**src/rtl/escalonador_writeback.sv**
```systemverilog
// rtl/escalonador_writeback.sv - register-file write-back scheduler
// Loads win the single write port; ALU results wait in a small FIFO and are forced through after STARVE_MAX losses.
module escalonador_writeback #(
   parameter int DATA_W     = 32,
   parameter int REG_W      = 5,
   parameter int DEPTH      = 2,
   parameter int STARVE_MAX = 3
) (
   input  logic              clock,
   input  logic              reset,
   input  logic              Alu_Valid,
   input  logic [REG_W-1:0]  Alu_Rd,
   input  logic [DATA_W-1:0] ResultadoF_ALU,
   output logic              Alu_Ready,
   input  logic              Mem_Valid,
   input  logic [REG_W-1:0]  Mem_Rd,
   input  logic [DATA_W-1:0] Exit_DataMem,
   output logic              Mem_Ready,
   output logic              RegWrite,
   output logic [REG_W-1:0]  Write_Register,
   output logic [DATA_W-1:0] Write_Data,
   output logic              MemtoReg
);

   localparam int PTR_W = (DEPTH > 1) ? $clog2(DEPTH) : 1;
   localparam int CNT_W = $clog2(DEPTH + 1);
   localparam int STV_W = $clog2(STARVE_MAX + 1);
   localparam logic [CNT_W-1:0] L_DEPTH   = CNT_W'(DEPTH);
   localparam logic [CNT_W-1:0] L_CNT_ONE = CNT_W'(1);
   localparam logic [PTR_W-1:0] L_PTR_ONE = PTR_W'(1);
   localparam logic [STV_W-1:0] L_STV_ONE = STV_W'(1);
   localparam logic [STV_W-1:0] L_STV_MAX = STV_W'(STARVE_MAX);
   localparam logic [REG_W-1:0] L_R0      = '0;

   typedef enum logic {NORMAL, FORCE_ALU} state_t;
   typedef enum logic [1:0] {G_NONE, G_MEM, G_ALU} grant_t;

   state_t              r_state, w_state_next;
   grant_t              w_grant;
   logic [REG_W-1:0]    r_fifo_rd   [DEPTH];
   logic [DATA_W-1:0]   r_fifo_data [DEPTH];
   logic [PTR_W-1:0]    r_wptr, r_rptr;
   logic [CNT_W-1:0]    r_count;
   logic [STV_W-1:0]    r_starv, w_starv_next;
   logic                w_push, w_pop, w_has_entry;
   logic [REG_W-1:0]    w_head_rd;
   logic [DATA_W-1:0]   w_head_data;

   // Readiness uses start-of-cycle count: a full FIFO never accepts, even while popping.
   assign w_has_entry = (r_count != '0);
   assign Alu_Ready   = (r_count < L_DEPTH) && !reset;
   assign Mem_Ready   = (r_state == NORMAL) && !reset;
   assign w_push      = Alu_Valid && Alu_Ready;
   assign w_pop       = (w_grant == G_ALU);
   assign w_head_rd   = r_fifo_rd[r_rptr];
   assign w_head_data = r_fifo_data[r_rptr];

   always_comb begin
      w_grant      = G_NONE;
      w_state_next = r_state;
      w_starv_next = r_starv;
      case (r_state)
         NORMAL: begin
            if (Mem_Valid)        w_grant = G_MEM;
            else if (w_has_entry) w_grant = G_ALU;
            if (w_grant == G_ALU || !w_has_entry) w_starv_next = '0;
            else if (w_grant == G_MEM)            w_starv_next = r_starv + L_STV_ONE;
            if (w_starv_next == L_STV_MAX) w_state_next = FORCE_ALU;
         end
         FORCE_ALU: begin
            if (w_has_entry) w_grant = G_ALU;
            w_starv_next = '0;
            w_state_next = NORMAL;
         end
         default: w_state_next = NORMAL;
      endcase
   end

   always_ff @(posedge clock) begin
      if (reset) begin
         r_state <= NORMAL;
         r_starv <= '0;
      end else begin
         r_state <= w_state_next;
         r_starv <= w_starv_next;
      end
   end

   always_ff @(posedge clock) begin
      if (!reset && w_push) begin
         r_fifo_rd[r_wptr]   <= Alu_Rd;
         r_fifo_data[r_wptr] <= ResultadoF_ALU;
      end
   end

   always_ff @(posedge clock) begin
      if (reset) begin
         r_wptr  <= '0;
         r_rptr  <= '0;
         r_count <= '0;
      end else begin
         if (w_push) r_wptr <= r_wptr + L_PTR_ONE;
         if (w_pop)  r_rptr <= r_rptr + L_PTR_ONE;
         if (w_push && !w_pop)      r_count <= r_count + L_CNT_ONE;
         else if (w_pop && !w_push) r_count <= r_count - L_CNT_ONE;
      end
   end

   // Writes to register 0 are consumed but never enabled.
   always_ff @(posedge clock) begin
      if (reset) begin
         RegWrite       <= 1'b0;
         Write_Register <= '0;
         Write_Data     <= '0;
         MemtoReg       <= 1'b0;
      end else begin
         case (w_grant)
            G_MEM: begin
               RegWrite       <= (Mem_Rd != L_R0);
               Write_Register <= Mem_Rd;
               Write_Data     <= Exit_DataMem;
               MemtoReg       <= 1'b1;
            end
            G_ALU: begin
               RegWrite       <= (w_head_rd != L_R0);
               Write_Register <= w_head_rd;
               Write_Data     <= w_head_data;
               MemtoReg       <= 1'b0;
            end
            default: RegWrite <= 1'b0;
         endcase
      end
   end

endmodule

```
**config.mk**
```make
export PLATFORM = sky130hd
export DESIGN_NAME = escalonador_writeback
export DESIGN_NICKNAME = d
export VERILOG_FILES = /design/src/rtl/escalonador_writeback.sv
export SDC_FILE = /design/constraint.sdc
export NUM_CORES = 1
export LEC_CHECK = 0
export CAP_MARGIN = 30
export CORE_MARGIN = 10
export CORE_UTILIZATION = 52
export CTS_CLUSTER_DIAMETER = 80
export DETAILED_ROUTE_END_ITERATION = 12
export PLACE_DENSITY = 0.84
export REMOVE_ABC_BUFFERS = 1
export SYNTH_ARGS = -nofsm -noshare
export SYNTH_HDL_FRONTEND = slang
export SYNTH_SLANG_ARGS = --single-unit
```
**constraint.sdc**
```tcl
create_clock -name clock -period 8.7 [get_ports clock]
set_input_delay 1.74 -clock clock [delete_from_list [all_inputs] [get_ports clock]]
set_output_delay 1.74 -clock clock [all_outputs]
set_load 0.005 [all_outputs]
```
==> run_results.csv, run 1 <==
group,metric,value,unit
floorplanning,die_h,114,um
worst_setup_path,critPathBufInv,2,
power,p_int,0.00138,W
drt,drc,0,
placed_design,dp_hpwl,7.21,mm
finish,fill_cells,591,
worst_setup_path,crit_family,"buffers and inverters",
global_route,grt_use_total,17.7,%
worst_setup_path,ff2ff_setup_slack,6.31,ns
floorplanning,row_count,34,
yosys,ys.warnings.count,0,
power,p_comb_share,26.2,%
worst_setup_path,path_common_cell,"clkdlybuf4s50_1",
yosys,synth_top_area_cell,"edfxtp_1",
global_route,antenna_found_initial,0,
timing,hold_viol,0,
clocking,post_cts_buffers,0,
timing,setup_viol,0,
worst_setup_path,cp_max_fo,11,
yosys,ys_seq_elements,121,
global_route,grt_pass1_wl,18.1,mm
power,cellPowerDensity,305,nW/um^2
timing,final.period_utilization,57.0,%
power,pwr-share-seq,40.7,%
worst_setup_path,critPathLaunchType,"input pin",
clocking,ctsHoldBuffers,0,
yosys,ys_seq_area_share,68.6,%
yosys,synth_top_area_share,48.2,%
floorplanning,die_area,13000,sq um
finish,drive_gt1_share,8.66,%
worst_setup_path,crit_arrival,3.22,ns
clocking,clk-insertion-delay-late,0.50,ns
floorplanning,core-area,8680,sq um
yosys,synth_area_leaders,"edfxtp_1 48%, dfxtp_1 20%, mux2i_1 8.0%",
clocking,root_buffer,"clkbuf_8",
clocking,cts_max_level,4,
power,p_total,0.00195,W
timing,worst_pin_slew,0.947,ns
finish,multiInputGateArea,1320,sq um
drt,first_pass_iters,6,
drt,wirelength,11.3,mm
min_path,min_path_type,"flip-flop to flip-flop",
yosys,async_flop_share,0,%
worst_setup_path,slowest_stage,"clkdlybuf4s50_1",
drt,first_iter_violations,177,
timing,rsz0062_at_grt,"no",
finish,regArea,3170,sq um
finish,antennaDiodeCount,0,
finish,fin_cells,570,
drt,vias,3200,
timing,max_freq,202,MHz
worst_setup_path,max_stage_delay,0.67,ns
placed_design,io_buffers,118,
yosys,yosysUniqueCellTypes,27,
job,max-cap-violations,0,
timing,slew_violations,0,
timing,timing.setup.tns,0,ns
timing,finClkSkew,0.00887,ns
power,ir_drop,190,uV
global_route,grt_remaining_overflow,0,
clocking,cts_buffers,17,
floorplanning,initial_core_util,53.1,%
power,pwr-share-clk,33.1,%
status,status,"complete, no violations",
placed_design,pre_cts_ws,3.80,ns
placed_design,gp_congestion,0.768,
placed_design,placed_cells,538,
timing,timing.slew.headroom,36.7,%
power,p_sw,0.000574,W
worst_setup_path,worstSetupPathType,"input pin to primary output",
clocking,clkTransAtPathRegs,0.06,ns
drt,ant_nets,0,
power,power_switching_share,29.4,%
yosys,yosys_most_used_dff,"edfxtp_1",
floorplanning,io_pins,119,
yosys,synthesis.instances,333,
global_route,grt_pass1_vias,3584,
finish,area_growth,39.0,%
worst_setup_path,path_cells,"clkdlybuf4s50_1, nor2_1, clkdlybuf4s50_1",
drt,viasPerCell,5.61,
clocking,cts_sinks,121,
timing,timing.final.ws_setup,3.74,ns
global_route,grt_max_degree,44,
worst_setup_path,cp.required,6.96,ns
clocking,clockBufferDepth,2,
floorplanning,fp.dieW,114,um
clocking,cts_tree,"done",
yosys,synth_edf_count,74,
timing,finalCriticalPeriod,4.96,ns
finish,nets,528,
worst_setup_path,endpoint_kind,"primary output",
drt,routedWlPerCell,19.8,um
yosys,syn_area,4610,sq um
yosys,avgSynthCellArea,13.8,sq um
power,leakagePower,2.23,nW
clocking,cts_resized,0,
## layout by cell type, fill, tap and decap left out, drive strengths merged
cell type | Yosys | layout
clkdlybuf4s50 | 0 | 118
edfxtp | 74 | 74
dfxtp | 47 | 47
a21oi | 41 | 41
nor3 | 39 | 39
mux2i | 37 | 37
a22o | 37 | 37
clkbuf | 8 | 19
nor2 | 9 | 9
clkinv | 0 | 7
clkinvlp | 0 | 4
buf | 17 | 4
o21ai | 3 | 3
nor2b | 3 | 3
or2 | 2 | 2
xor2 | 2 | 2
or3 | 2 | 2
xnor2 | 2 | 2
or4 | 2 | 2
bufinv | 0 | 2
nor3b | 2 | 2
and2 | 1 | 1
and3 | 1 | 1
nand2 | 1 | 1
or4b | 1 | 1
o41ai | 1 | 1
ha | 1 | 1
## layout make-up
type	instances	area share (%)
Tap cell	108	2.11
Multi-Input combinational cell	187	20.6
Clock buffer	19	6.58
Timing Repair Buffer	122	19.2
Clock inverter	13	2.05
Sequential cell	121	49.4
## metrics by stage
stage	hold WS, ns	utilization, %	cell area (sq um)
CTS	0.476	73.8	6410
global placement	0.434	67.1	5830
detailed placement	0.454	67.5	5850
global route	0.488	73.8	6410
finish	0.474	73.8	6410
floorplan	0.425	-	4470
## per-layer routing
metal  vias up  track usage, %  share of wire [%]
li1       1516               -                  -
met1      1532            18.8                 38
met2       141            30.7                 51
met3        11            8.39                 10
met4         0            5.26               0.64
met5         -               0                  0
## final timing paths
path                              endpoint  cells past startpoint        from
worst min register to register     r_state                      1  r_starv[0]
worst max register to register  r_count[1]                      6  r_count[1]
worst max-delay path             Alu_Ready                      3       reset
worst min-delay path               r_state                      1  r_starv[0]
## power groups by stage
| stage | Combinational (W) | Clock (W) | Sequential [W] |
|---|---|---|---|
| 2_1_floorplan | 0.000273 | 0 | 0.000803 |
| 5_1_grt | 0.000566 | 0.000685 | 0.000807 |
| 6_report | 0.000513 | 0.000646 | 0.000794 |
| 3_5_place_dp | 0.000510 | 0 | 0.000804 |
| 3_3_place_gp | 0.000489 | 0 | 0.000799 |
| 4_1_cts | 0.000518 | 0.000657 | 0.000795 |
## sequential cells by signal (all words and copies together), names as in the netlist, named ones only
register / count
r_rptr: 1
Write_Register: 5
RegWrite: 1
r_state: 1
Write_Data: 32
r_wptr: 1
r_fifo_rd: 10
r_fifo_data: 64
r_count: 2
r_starv: 2
MemtoReg: 1
## cells by family after synthesis
family / synth area share, %
flops: 68.6
compound gates: 12.0
simple gates: 7.19
mux: 8.03
buf+inv: 3.15
xor+xnor: 0.760
fa+ha+maj: 0.271
## cell usage after synthesis (3+ instances only)
library cell / instances
edfxtp_1: 74
dfxtp_1: 47
a21oi_1: 41
nor3_1: 39
a22o_1: 37
mux2i_1: 37
buf_2: 10
nor2_1: 8
clkbuf_1: 7
buf_4: 4
buf_6: 3
nor2b_1: 3
o21ai_0: 3
Power figures use the tool's default switching activity.
==> run 2, diff against run 1 <==
Settings changed: CORE_UTILIZATION 52 to 48, PLACE_DENSITY 0.84 to 0.79.
Clock period 8.7 ns to 5.15 ns, I/O delays scaled along.
==> run_results.csv, run 2 (same netlist as run 1, synthesis figures left out) <==
group,metric,value,unit
clocking,clkTransAtPathRegs,0.05,ns
worst_setup_path,cp.required,4.12,ns
drt,first_pass_iters,4,
power,p_comb_share,25.6,%
timing,finalCriticalPeriod,3.58,ns
clocking,root_buffer,"clkbuf_8",
timing,rsz0062_at_grt,"no",
global_route,grt_max_degree,44,
floorplanning,die_area,13900,sq um
clocking,cts_resized,0,
power,cellPowerDensity,523,nW/um^2
worst_setup_path,crit_arrival,2.55,ns
power,pwr-share-seq,39.5,%
worst_setup_path,worstSetupPathType,"input pin to primary output",
placed_design,dp_hpwl,7.60,mm
clocking,cts_sinks,121,
drt,wirelength,11.3,mm
worst_setup_path,path_cells,"clkdlybuf4s50_1, nor2_1, clkdlybuf4s50_1",
floorplanning,initial_core_util,49.7,%
power,power_switching_share,28.4,%
worst_setup_path,rr_worst_depth,4,
worst_setup_path,cp_max_fo,11,
status,status,"complete, no violations",
floorplanning,core-area,9280,sq um
worst_setup_path,slowest_stage,"clkdlybuf4s50_1",
timing,timing.slew.headroom,37.0,%
min_path,holdPathStages,1,
timing,hold_viol,0,
timing,timing.setup.tns,0,ns
floorplanning,fp.dieW,118,um
floorplanning,row_count,35,
finish,regMostFlops,"r_fifo_data",
clocking,clk-insertion-delay-late,0.50,ns
worst_setup_path,path_common_cell,"clkdlybuf4s50_1",
drt,first_iter_violations,249,
finish,final_cell_mix,"118 x clkdlybuf4s50_1, 74 x edfxtp_1, 44 x dfxtp_1, 41 x a21oi_1, 39 x nor3_1",
global_route,grt_pass1_wl,18.1,mm
job,max-cap-violations,0,
timing,worst_pin_slew,0.943,ns
timing,hold_slack,0.459,ns
power,leakagePower,2.27,nW
finish,area_growth,40.6,%
drt,ant_nets,0,
drt,drc,0,
drt,vias,3217,
power,ir_drop,310,uV
finish,nets,529,
timing,final.period_utilization,69.5,%
power,p_int,0.00243,W
global_route,grt_pass1_vias,3434,
placed_design,io_buffers,118,
drt,viasPerCell,5.43,
clocking,cts_max_level,4,
worst_setup_path,endpoint_kind,"primary output",
clocking,ctsHoldBuffers,0,
finish,antennaDiodeCount,0,
timing,slew_violations,0,
finish,drive_gt1_share,8.86,%
worst_setup_path,critPathLaunchType,"input pin",
drt,routedWlPerCell,19.1,um
finish,largest_reg_flops,64,
timing,finClkSkew,0.0111,ns
timing,max_freq,280,MHz
worst_setup_path,max_stage_delay,0.66,ns
clocking,cts_buffers,17,
finish,final_common_cell,"clkdlybuf4s50_1",
power,pwr-share-clk,34.9,%
placed_design,gp_congestion,0.798,
global_route,antenna_found_initial,0,
global_route,grt_remaining_overflow,0,
floorplanning,io_pins,119,
power,p_sw,0.000962,W
clocking,post_cts_buffers,0,
min_path,min_path_type,"flip-flop to flip-flop",
clocking,cts_tree,"done",
clocking,clockBufferDepth,2,
floorplanning,die_h,118,um
global_route,grt_use_total,16.2,%
finish,largest_registers,"r_fifo_data (64), Write_Data (32), r_fifo_rd (10)",
timing,setup_viol,0,
## run 2: cell types whose count changed in the layout (fill, tap and decap cells not counted), sizes merged
cell,before,now
buf,4,5
clkinv,7,8
bufinv,2,4
clkinvlp,4,1
## run 2: metal layers
layer,global-route usage [%],share of wire [%],up-vias
met1,18.7,41,1549
met5,0,0,-
li1,-,-,1519
met4,5.18,0.70,0
met2,27.1,50,141
met3,6.00,7.6,8
## run 2: through the flow
step           utilization (%)  power, W  setup WS [ns]  cell area [sq um]  instances
2_1_floorplan                -   0.00182           1.37               4470        308
3_3_place_gp              63.0   0.00217           1.69               5850        558
3_5_place_dp              63.4   0.00222           1.61               5880        560
4_1_cts                   69.8   0.00341           1.58               6480        592
5_1_grt                   69.8   0.00357           1.51               6480        592
6_report                  69.8   0.00339           1.57               6480        592
## run 2: cell type report
cell class	count	area (sq um)
Fill cell	669	2800
Clock buffer	19	422
Clock inverter	13	178
Sequential cell	121	3170
Timing Repair Buffer	123	1230
Multi-Input combinational cell	187	1320
Tap cell	129	161
## run 2: power groups by stage
| stage | clock network, W | logic, W | registers (W) |
|---|---|---|---|
| finish | 0.00118 | 0.000867 | 0.00134 |
| global route | 0.00125 | 0.000960 | 0.00136 |
| CTS | 0.00120 | 0.000877 | 0.00134 |
| detailed placement | 0 | 0.000865 | 0.00135 |
| global placement | 0 | 0.000826 | 0.00135 |
| floorplan | 0 | 0.000461 | 0.00136 |
## run 2: worst paths after layout
| path | startpoint | end | slack [ns] |
|---|---|---|---|
| max | reset | Alu_Ready | 1.57 |
| min reg2reg | r_starv[0] | r_starv[0] | 0.46 |
| min | r_starv[0] | r_starv[0] | 0.46 |
| max reg2reg | r_count[1] | Write_Data[5] | 2.73 |
## run 2: critical path: cells and delay by family
family                 cells  cell delay, ns
buffers and inverters      2            1.21
AND/OR/NAND/NOR            1            0.31
